### src/rtl/cs_y_packer.sv
// Buffers the CS block's Y results in a small FIFO and packs them MSB-first
// into a dense stream of OW-bit words with a valid/ready handshake.
module cs_y_packer #(
  parameter int YW    = 10,
  parameter int OW    = 16,
  parameter int DEPTH = 4
) (
  input  logic          clk,
  input  logic          reset,
  input  logic [YW-1:0] y_in,
  input  logic          y_valid,
  input  logic          flush,
  output logic [OW-1:0] out_data,
  output logic          out_valid,
  input  logic          out_ready,
  output logic          overflow,
  output logic          busy
);

  localparam int AW   = $clog2(DEPTH);
  localparam int ACCW = OW + YW;
  localparam int CW   = $clog2(ACCW + 1);

  logic [YW-1:0]   mem [DEPTH];
  logic [AW:0]     wr_ptr, rd_ptr;
  logic [ACCW-1:0] acc, acc_a, acc_n, word_al;
  logic [CW-1:0]   cnt, cnt_a, cnt_n;
  logic            flush_pend;

  logic fifo_empty, fifo_full, out_free, emit, pop, push, flush_done;

  // Extra pointer MSB distinguishes full from empty when the indices match.
  assign fifo_empty = (wr_ptr == rd_ptr);
  assign fifo_full  = (wr_ptr[AW] != rd_ptr[AW]) &&
                      (wr_ptr[AW-1:0] == rd_ptr[AW-1:0]);

  assign out_free   = !out_valid || out_ready;
  assign emit       = out_free && (cnt >= CW'(OW));
  assign flush_done = flush_pend && fifo_empty && (cnt < CW'(OW)) && out_free;

  always_comb begin
    // NOTE: every always_comb output gets a default first so no path can infer a latch.
    acc_a   = acc;
    cnt_a   = cnt;
    if (emit) begin
      acc_a = acc << OW;
      cnt_a = cnt - CW'(OW);
    end
    pop     = !fifo_empty && (cnt_a <= CW'(OW));
    push    = y_valid && (!fifo_full || pop);
    // New Y lands directly below the bits still waiting in the accumulator.
    word_al = {mem[rd_ptr[AW-1:0]], {OW{1'b0}}} >> cnt_a;
    acc_n   = acc_a;
    cnt_n   = cnt_a;
    if (pop) begin
      acc_n = acc_a | word_al;
      cnt_n = cnt_a + CW'(YW);
    end else if (flush_done) begin
      acc_n = '0;
      cnt_n = '0;
    end
  end

  // NOTE: the FIFO storage has no reset; the pointers alone define what is valid.
  always_ff @(posedge clk) begin
    if (push) mem[wr_ptr[AW-1:0]] <= y_in;
  end

  always_ff @(posedge clk) begin
    // NOTE: sequential state uses non-blocking assignments so every register samples pre-edge values.
    if (!reset) begin
      wr_ptr     <= '0;
      rd_ptr     <= '0;
      acc        <= '0;
      cnt        <= '0;
      out_data   <= '0;
      out_valid  <= 1'b0;
      overflow   <= 1'b0;
      flush_pend <= 1'b0;
    end else begin
      wr_ptr <= wr_ptr + (AW+1)'(push);
      rd_ptr <= rd_ptr + (AW+1)'(pop);
      acc    <= acc_n;
      cnt    <= cnt_n;
      // Flush padding relies on bits below cnt always being zero in acc.
      if (emit || (flush_done && cnt != '0)) begin
        out_data  <= acc[ACCW-1 -: OW];
        out_valid <= 1'b1;
      end else if (out_valid && out_ready) begin
        out_valid <= 1'b0;
      end
      if (y_valid && fifo_full && !pop) overflow <= 1'b1;
      flush_pend <= flush_pend ? !flush_done : flush;
    end
  end

  assign busy = !fifo_empty || (cnt != '0) || out_valid || flush_pend;

endmodule

### config.mk
export PLATFORM = sky130hd
export DESIGN_NAME = cs_y_packer
export DESIGN_NICKNAME = d
export VERILOG_FILES = /design/src/rtl/cs_y_packer.sv
export SDC_FILE = /design/constraint.sdc
export NUM_CORES = 1
export LEC_CHECK = 0
export BUFFER_PORTS_ARGS = -buffer_cell sky130_fd_sc_hd__buf_2
export CAP_MARGIN = 30
export CORE_MARGIN = 2
export CORE_UTILIZATION = 27
export CTS_CLUSTER_DIAMETER = 200
export DETAILED_ROUTE_END_ITERATION = 10
export GPL_ROUTABILITY_DRIVEN = 0
export PLACE_DENSITY = 0.51
export SETUP_SLACK_MARGIN = 0.15
export SLEW_MARGIN = 25
export SYNTH_ARGS = -nofsm -noshare
export SYNTH_HDL_FRONTEND = slang
export SYNTH_SLANG_ARGS = --single-unit
### constraint.sdc
create_clock -name clk -period 3.05 [get_ports clk]
set_input_delay 0 -clock clk [delete_from_list [all_inputs] [get_ports clk]]
set_output_delay 0 -clock clk [all_outputs]
set_load 0.01 [all_outputs]
==> key figures <==
Logic synthesis
  • Net count after synthesis: 402
  • Dominant cells by area after synthesis: edfxtp_1, dfxtp_1, mux4_1
  • Async SR Flop Fraction: 0
  • Seq/Total Area, Yosys: 0.555
  • Ys flop type: dfxtp_1
  • Post-synth top area share: 0.289
  • Most common cell in the netlist: dfxtp_1
  • Ys Warns: 0
  • Post-synth top area cell: edfxtp_1
  • Synth cell count leaders: dfxtp_1, edfxtp_1, nand2_1
  • EDFF count, synth: 40
  • Post-Syn Area per Cell: 10.9 µm²
  • Yosys reg bits: 95
  • Mapped Area: 4150 µm²
  • Number of library cell types mapped by synthesis: 51
  • Syn Inst Count: 381

Power and ir drop
  • Pwr per Cell Area: 892 nW/µm²
  • Static Leak: 1.82 nW
  • Max rail drop VDD: 381 µV
  • Sw Pwr: 0.00168 W
  • Combinational Power Share: 0.398
  • Switching share of total power: 0.382
  • Clock power frac: 0.238
  • Register share of total power: 0.365
  • Cell Int Power: 0.00272 W

Global route
  • First-pass GRT wire length: 16200 µm
  • Largest net degree at the start of global routing: 28
  • GRT Resource Usage Total: 0.127
  • Initial antenna violation count: 0
  • GRT overflow: 0
  • Number of global-route vias before repair: 2998

Floorplan
  • Rows: 45
  • Core box area: 15100 µm²
  • Ports: 34
  • Initial core utilization: 0.275
  • Die area: 16400 µm²
  • Die span in y: 128 µm
  • Die Wd: 128 µm

Setup path
  • Worst Setup SP: rd_ptr[0]$_SDFF_PN0_
  • Critical Path RT: 3.28 ns
  • Buffers plus inverters on the worst setup path: 1
  • Reg2reg start: rd_ptr[0]$_SDFF_PN0_
  • Cells on worst reg2reg path: 5
  • Worst setup path end: acc[17]$_SDFF_PN0_
  • CP Class: reg -> reg
  • CP arrival: 2.50 ns
  • Critical Path Fanout Max: 11
  • Startpoint Class: register
  • CP endpoint kind: register
  • Slowest cell on the critical path: mux4_1
  • RR Endpoint: acc[17]$_SDFF_PN0_
  • Critical Path, Cell by Cell: buf_4 -> mux4_1 -> mux2i_1 -> nor3_1 -> o311a_1
  • Register-to-register setup slack: 0.79 ns
  • CP peak stage delay: 0.71 ns
  • Number of cells on the critical path: 5
  • Critical path's top delay family: multiplexers

Clock network
  • TritonCTS Buffers: 9
  • TritonCTS clock tree: built
  • H-Tree Depth: 3
  • CTS Buffer Depth: 2
  • Reg clk slew, reported paths: 0.06 ns
  • Clock Sinks: 95
  • Worst skew pair latency: 0.34 ns
  • Cts repair resizes: 0
  • Root buf cell: clkbuf_16

STA
  • Final hold vios: 0
  • Post-route worst setup slack: 0.786 ns
  • Final period util: 0.742
  • Fmax: 442 MHz
  • Setup_tns: 0 ns
  • Final setup viols: 0
  • RSZ-0062 raised after global routing: no
  • Fin crit period: 2.26 ns
  • Worst Skew: 0.00643 ns
  • Least-Margin Pin Slew: 0.915 ns
  • Max-slew headroom: 0.388
  • Slew Viols, Final: 0

Place
  • DP Area: 4540 µm²
  • Placed insts: 591
  • IO Port Bufs: 33
  • Pre-CTS setup slack: 0.798 ns
  • Detailed Place HPWL: 6940 µm

Hold path
  • Worst Hold Class: in -> reg

Routing
  • Total Wirelength: 9850 µm
  • Via/cell ratio: 5.03
  • Drt pass-1 iters: 4
  • Post-route ant nets: 0
  • Initial DRC Count: 183
  • Residual DRC: 0
  • Via total after detailed routing: 3115
  • Routed wire per std cell: 15.9 µm

Finish
  • Share of cells above drive strength 1: 0.165
  • Final Non-Filler Cells: 619
  • Design Area, Final: 4940 µm²
  • Area Overhead vs Synth: 19.0%
  • Final nets: 447
  • Inserted Diodes: 0

Run status
  • Status: finished, final reports clean

Job
  • Max-cap violations: 0
-- worst min-delay path by stage --
stage | start | to | slack [ns] | cells past startpoint
2_1_floorplan | y_in[0] | mem[0][0]$_DFFE_PP_ | 0.1 | 0
3_5_place_dp | y_in[7] | mem[2][7]$_DFFE_PP_ | 0.22 | 1
4_1_cts | reset | acc[22]$_SDFF_PN0_ | 0.002 | 2
5_1_grt | reset | acc[23]$_SDFF_PN0_ | 0.008 | 2
6_report | reset | acc[23]$_SDFF_PN0_ | 0.01 | 2
3_3_place_gp | y_in[7] | mem[2][7]$_DFFE_PP_ | 0.22 | 1
-- registers in the layout, indices dropped and copies added (netlist names) --
signal and count:
acc 26, mem 40, overflow 1, rd_ptr 3, out_data 16, out_valid 1, flush_pend 1, cnt 4
wr_ptr 3
-- timing repair --
| action | 4_1_cts | 5_1_grt |
|---|---|---|
| hold buffers | 12 | 0 |
| buffers inserted | 0 | 0 |
| hold endpoints to repair | 42 | 0 |
-- stage by stage --
stage	total power (W)	utilization	hold slack, ns
final	0.00440	0.327	0.0112
after global routing	0.00470	0.327	0.00768
after CTS	0.00442	0.327	0.00165
after detailed placement	0.00336	0.301	0.221
after global placement	0.00335	0.301	0.216
after floorplan	0.00286	-	0.0989
-- cells by family (layout without fill, tap and decap cells) --
logic type | after synthesis | in the layout | synth area share
AOI/OAI and AO/OA | 100 | 100 | 0.150
xor gates and xnor gates | 5 | 5 | 0.0106
adders and majority gates | 6 | 6 | 0.0181
buffers and inverters | 32 | 82 | 0.0344
DFF | 95 | 95 | 0.555
muxes | 24 | 24 | 0.0992
and+or+nand+nor | 119 | 119 | 0.133
-- power by group through the flow --
stage | registers, W | clock network (W) | logic (W)
global placement | 0.00163 | 0 | 0.00172
floorplan | 0.00162 | 0 | 0.00124
global route | 0.00163 | 0.00113 | 0.00195
detailed placement | 0.00163 | 0 | 0.00173
CTS | 0.00161 | 0.00107 | 0.00174
finish | 0.00161 | 0.00105 | 0.00175
-- worst reg2reg max path, stage by stage, from the launching register on --
cell	delay (ns)
dfxtp_1	0.35
buf_4	0.23
mux4_1	0.72
mux2i_1	0.37
nor3_1	0.13
o311a_1	0.37
-- layout by cell type (no fill, tap or decap), types with 4 or more instances in the layout --
| cell | instances |
|---|---|
| and2_1 | 6 |
| a21oi_1 | 32 |
| dfxtp_1 | 55 |
| ha_1 | 6 |
| o21ai_0 | 26 |
| clkbuf_16 | 9 |
| nor3_1 | 9 |
| or3_1 | 4 |
| nand3_1 | 26 |
| edfxtp_1 | 40 |
| nor2_1 | 24 |
| dlygate4sd3_1 | 12 |
| mux2i_1 | 10 |
| buf_2 | 33 |
| o22ai_1 | 6 |
| a31oi_1 | 7 |
| inv_1 | 6 |
| nand2_1 | 38 |
| mux4_1 | 9 |
| buf_4 | 14 |
-- final cells by class --
class / count / area [µm²]
fillers: 1536 / 10200
flip-flops and latches: 95 / 2300
multi-input cells: 254 / 1710
repair buffers: 59 / 390
clock buffers: 13 / 260
well taps: 188 / 235
inverters: 7 / 26.3
clock inverters: 3 / 17.5
-- per-layer routing --
layer  wire length [µm]  share of wire  GRT usage
met1               4800           0.49      0.180
met5                  0              0          0
met4                133          0.014     0.0427
met2               4370           0.44      0.192
met3                545          0.055     0.0313
No activity file was read; power rests on OpenSTA's default activity.
